### config.mk
export PLATFORM = sky130hd
export DESIGN_NAME = uart_frame_tx
export DESIGN_NICKNAME = d
export VERILOG_FILES = /design/src/rtl/uart_frame_tx.sv
export SDC_FILE = /design/constraint.sdc
export NUM_CORES = 1
export LEC_CHECK = 0
export ABC_AREA = 1
export CAP_MARGIN = 0
export CORE_AREA = 2 2 53 55
export DETAILED_ROUTE_END_ITERATION = 10
export DIE_AREA = 0 0 55 57
export GPL_ROUTABILITY_DRIVEN = 0
export MAX_ROUTING_LAYER = met4
export PLACE_DENSITY_LB_ADDON = 0.3
export SLEW_MARGIN = 10
export SYNTH_ARGS = -nofsm -noshare
export SYNTH_HDL_FRONTEND = slang
export SYNTH_SLANG_ARGS = --single-unit
### constraint.sdc
create_clock -name clk -period 2.9 [get_ports clk]
set_input_delay 0.435 -clock clk [delete_from_list [all_inputs] [get_ports clk]]
set_output_delay 0.435 -clock clk [all_outputs]
set_load 0.01 [all_outputs]
### src/rtl/uart_frame_tx.sv
// uart_frame_tx: serializes accepted bytes as UART frames (start, 8 data bits
// LSB-first, optional even parity, stop) and flags routing/programming frames
// by holding prog high for the whole frame.
//
// Ports:
//   clk       in   single clock, all state updates on posedge
//   rst_n     in   synchronous active-low reset
//   tx_data   in   byte to send, sampled on the accept edge
//   tx_prog   in   marks the byte as a programming frame, sampled with tx_data
//   tx_valid  in   request to send
//   tx_ready  out  block can accept a byte this cycle
//   txd       out  serial line, idle high
//   prog      out  high for the full duration of a programming frame
//   busy      out  frame in progress (START..STOP)
module uart_frame_tx #(
    parameter int unsigned CLKS_PER_BIT = 4,
    parameter int unsigned PARITY_EN    = 1
) (
    input  logic       clk,
    input  logic       rst_n,
    input  logic [7:0] tx_data,
    input  logic       tx_prog,
    input  logic       tx_valid,
    output logic       tx_ready,
    output logic       txd,
    output logic       prog,
    output logic       busy
);

    localparam int unsigned CNT_W = $clog2(CLKS_PER_BIT + 1);

    typedef enum logic [2:0] {
        S_IDLE   = 3'd0,
        S_START  = 3'd1,
        S_DATA   = 3'd2,
        S_PARITY = 3'd3,
        S_STOP   = 3'd4
    } state_t;

    state_t           state_q, state_d;
    logic [CNT_W-1:0] cnt_q, cnt_d;
    logic [2:0]       bit_q, bit_d;
    logic [7:0]       shift_q, shift_d;
    logic             par_q, par_d;
    logic             txd_q, txd_d;
    logic             prog_q, prog_d;
    logic             busy_q, busy_d;
    logic             ready_q, ready_d;
    logic             bit_done_c;

    // Last clock of the current serial bit.
    assign bit_done_c = (cnt_q == CNT_W'(CLKS_PER_BIT - 1));

    // Next-state and registered-output computation; outputs are set for the
    // state being entered so txd/prog/busy change on the same edge as state.
    always_comb begin
        state_d = state_q;
        cnt_d   = cnt_q;
        bit_d   = bit_q;
        shift_d = shift_q;
        par_d   = par_q;
        txd_d   = txd_q;
        prog_d  = prog_q;
        busy_d  = busy_q;
        ready_d = ready_q;

        case (state_q)
            S_IDLE: begin
                if (tx_valid && ready_q) begin
                    state_d = S_START;
                    shift_d = tx_data;
                    par_d   = ^tx_data;
                    cnt_d   = '0;
                    bit_d   = '0;
                    txd_d   = 1'b0;
                    prog_d  = tx_prog;
                    busy_d  = 1'b1;
                    ready_d = 1'b0;
                end
            end
            S_START: begin
                if (bit_done_c) begin
                    cnt_d   = '0;
                    state_d = S_DATA;
                    txd_d   = shift_q[0];
                end else begin
                    cnt_d = CNT_W'(cnt_q + CNT_W'(1));
                end
            end
            S_DATA: begin
                if (bit_done_c) begin
                    cnt_d   = '0;
                    shift_d = shift_q >> 1;
                    bit_d   = 3'(bit_q + 3'd1);
                    if (bit_q == 3'd7) begin
                        if (PARITY_EN != 0) begin
                            state_d = S_PARITY;
                            txd_d   = par_q;
                        end else begin
                            state_d = S_STOP;
                            txd_d   = 1'b1;
                        end
                    end else begin
                        // Next data bit is the one that shifts into position 0.
                        txd_d = shift_q[1];
                    end
                end else begin
                    cnt_d = CNT_W'(cnt_q + CNT_W'(1));
                end
            end
            S_PARITY: begin
                if (bit_done_c) begin
                    cnt_d   = '0;
                    state_d = S_STOP;
                    txd_d   = 1'b1;
                end else begin
                    cnt_d = CNT_W'(cnt_q + CNT_W'(1));
                end
            end
            S_STOP: begin
                if (bit_done_c) begin
                    cnt_d   = '0;
                    state_d = S_IDLE;
                    txd_d   = 1'b1;
                    prog_d  = 1'b0;
                    busy_d  = 1'b0;
                    ready_d = 1'b1;
                end else begin
                    cnt_d = CNT_W'(cnt_q + CNT_W'(1));
                end
            end
            default: begin
                state_d = S_IDLE;
                cnt_d   = '0;
                txd_d   = 1'b1;
                prog_d  = 1'b0;
                busy_d  = 1'b0;
                ready_d = 1'b1;
            end
        endcase
    end

    // State and output registers; reset abandons any frame in progress.
    always_ff @(posedge clk) begin
        if (!rst_n) begin
            state_q <= S_IDLE;
            cnt_q   <= '0;
            bit_q   <= '0;
            shift_q <= '0;
            par_q   <= 1'b0;
            txd_q   <= 1'b1;
            prog_q  <= 1'b0;
            busy_q  <= 1'b0;
            ready_q <= 1'b1;
        end else begin
            state_q <= state_d;
            cnt_q   <= cnt_d;
            bit_q   <= bit_d;
            shift_q <= shift_d;
            par_q   <= par_d;
            txd_q   <= txd_d;
            prog_q  <= prog_d;
            busy_q  <= busy_d;
            ready_q <= ready_d;
        end
    end

    assign tx_ready = ready_q;
    assign txd      = txd_q;
    assign prog     = prog_q;
    assign busy     = busy_q;

endmodule

==> impl_metrics.env <==
export IMPL_status="completed"
export IMPL_hold_viol_final=0
export IMPL_grt_pass1_vias=1117
export IMPL_slew_violations=0
export IMPL_setup_ws_ps=1250
export IMPL_use_met2=0.332
export IMPL_holdBufCountCts=0
export IMPL_final_cell_mix="66 x nand2_1, 23 x inv_1, 22 x nor2_1, 22 x dfxtp_1"
export IMPL_coreArea_um2=2620
export IMPL_reg2reg_from="state_q[1]"
export IMPL_die_area_um2=3140
export IMPL_vias=1253
export IMPL_initial_core_util=0.525
export IMPL_n_antenna_cell=0
export IMPL_clk_path_buf_depth=2
export IMPL_cts_sinks=22
export IMPL_ys_ff_latch=22
export IMPL_synth_cells=208
export IMPL_ys_top_cells_by_area="dfxtp_1 32%, nand2_1 18%, inv_1 6.3%"
export IMPL_io_buffers=15
export IMPL_path_cells="clkdlybuf4s50_1"
export IMPL_r2r_cells=6
export IMPL_post_cts_setup_buffer_count=0
export IMPL_gr_usage_met1=0.260
export IMPL_endpoint_kind="output port"
export IMPL_cap_violations=0
export IMPL_cp_slowest_cell="clkdlybuf4s50_1"
export IMPL_rsz0062_at_grt="no"
export IMPL_grt_met3_usage=0.0236
export IMPL_avgSynthCellArea_um2=6.60
export IMPL_path_clk_slew_ps=130
export IMPL_finalCritPeriodShare=0.568
export IMPL_r2r_end="prog"
export IMPL_critPathCapture="tx_ready"
export IMPL_p_leak_nw=0.742
export IMPL_relSlewSlack=0.624
export IMPL_startpoint="tx_ready"
export IMPL_track_usage=0.202
export IMPL_syn_to_final_growth_pct=12.8
export IMPL_yosysUniqueCellTypes=27
export IMPL_layout_commonest_cell="nand2_1"
export IMPL_via_per_inst=4.95
export IMPL_wl_um=2620
export IMPL_setup_viol=0
export IMPL_drc_errors=0
export IMPL_drt_iter0_drc=32
export IMPL_syn_num_nets=223
export IMPL_cts_root_buf="clkbuf_4"
export IMPL_grt_overflow=0
export IMPL_path_class="flip-flop to output port"
export IMPL_cp_max_fo=3
export IMPL_num_rows=19
export IMPL_max_freq_mhz=607
export IMPL_arrival_ps=1210
export IMPL_yosys_area_top_type="dfxtp_1"
export IMPL_peakVddDrop_mv=0.561
export IMPL_cts_buffers=3
export IMPL_synth_top_area_frac=0.321
export IMPL_cts_resized=0
export IMPL_dp_slack_ps=1060
export IMPL_syn_area_um2=1370
export IMPL_dieHeight_um=57
export IMPL_crit_family="buffers and inverters"
export IMPL_antenna_found_initial=0
export IMPL_start_kind="flip-flop"
export IMPL_io_pins=16
export IMPL_crit_cells=1
export IMPL_ant_nets=0
export IMPL_wire_per_inst_um=10.3
export IMPL_first_pass_iters=4
export IMPL_r2r_setup_slack_ps=1360
export IMPL_clk_latency_ps=310
export IMPL_tns_ps=0
export IMPL_htreeDepth=1
export IMPL_place_hpwl_um=2060
export IMPL_grt_max_degree=16
export IMPL_ys_seq_area_frac=0.321
export IMPL_nets=238
export IMPL_drive_gt1_frac=0.104
export IMPL_worst_pin_slew_ps=564
export IMPL_cp_num_buf_inv=1
export IMPL_critPathRequiredTime_ps=2470
export IMPL_skew_ps=2.73
export IMPL_synth_warnings=0
export IMPL_finalPower_mw=1.51
export IMPL_slowest_delay_ps=540
export IMPL_hp_class="flip-flop to flip-flop"
export IMPL_min_period_ps=1650
export IMPL_grt_pass1_wl_um=4660
export IMPL_tritoncts="built"
export IMPL_grt_busiest_layer="met2"
export IMPL_utilization=0.592
export IMPL_power_density_nw_per_um2=973
export IMPL_die_width_um=55
[final cells by class]
cell class              instances  area (um^2)
fillers                       268         1070
multi-input cells             156          787
well taps                      31         38.8
flip-flops and latches         22          440
clock buffers                   4         36.3
inverters                      25         96.3
repair buffers                 15          150
[through the flow]
step / hold WS [ps] / instance area (um^2) / cells
after floorplan: 424 / 1370 / 208
after global placement: 435 / 1510 / 249
after detailed placement: 441 / 1510 / 249
after CTS: 460 / 1550 / 253
after global routing: 486 / 1550 / 253
final: 452 / 1550 / 253
[where the power goes]
| group | switching (mW) | leakage [nW] | internal [mW] | total, mW |
|---|---|---|---|---|
| Combinational | 0.525 | 0.540 | 0.306 | 0.831 |
| Clock | 0.0964 | 0.0210 | 0.0766 | 0.173 |
| Sequential | 0.0975 | 0.181 | 0.406 | 0.504 |
| Total | 0.718 | 0.742 | 0.789 | 1.51 |
[routing by layer]
layer | part of all wire | vias to the layer above
li1 | - | 690
met1 | 0.48 | 547
met2 | 0.49 | 14
met3 | 0.014 | 2
met4 | 0.0073 | 0
met5 | 0 | -
[cell families (layout without fill, tap and decap cells)]
group	Yosys count	count (layout)	synth area share
AOI/OAI and AO/OA	30	30	0.117
xor gates and xnor gates	2	2	0.0128
adders and majority gates	3	3	0.0273
buffers and inverters	30	44	0.107
DFF	22	22	0.321
and+or+nand+nor	121	121	0.416
[sequential cells by signal (all words and copies together), names as in the netlist]
signal    count
shift_q       8
bit_q         3
cnt_q         3
state_q       3
busy          1
par_q         1
prog          1
tx_ready      1
txd           1
[cells in the mapped netlist]
library cell and n:
nor3_1 2, nor2_8 1, o21a_1 1, nor2_4 2
buf_6 1, nor2_2 5, buf_4 2, inv_2 1
inv_1 23, inv_4 1, o21ai_0 15, nand3_1 15
nand2_4 2, nand3_4 2, nand2_1 66, dfxtp_1 22
nand2_2 3, ha_1 3, nor2_1 22, a21oi_1 10
o21ai_1 2, xor2_1 1, clkbuf_1 1, a21oi_2 2
nand4_1 1, buf_12 1, xnor2_1 1
[tightest hold or removal path: stages (launching register included)]
cell and delay [ps]:
dfxtp_1 320, inv_1 60, nor3_1 50
[worst min-delay path by stage]
stage / start / to / slack, ps / depth (start not counted)
floorplan: cnt_q[2] / cnt_q[2] / 420 / 2
CTS: cnt_q[2] / cnt_q[2] / 460 / 2
detailed placement: cnt_q[2] / cnt_q[2] / 440 / 2
global placement: cnt_q[2] / cnt_q[2] / 430 / 2
finish: cnt_q[2] / cnt_q[2] / 450 / 2
global route: cnt_q[2] / cnt_q[2] / 490 / 2
(Power assumes the default switching activity.)
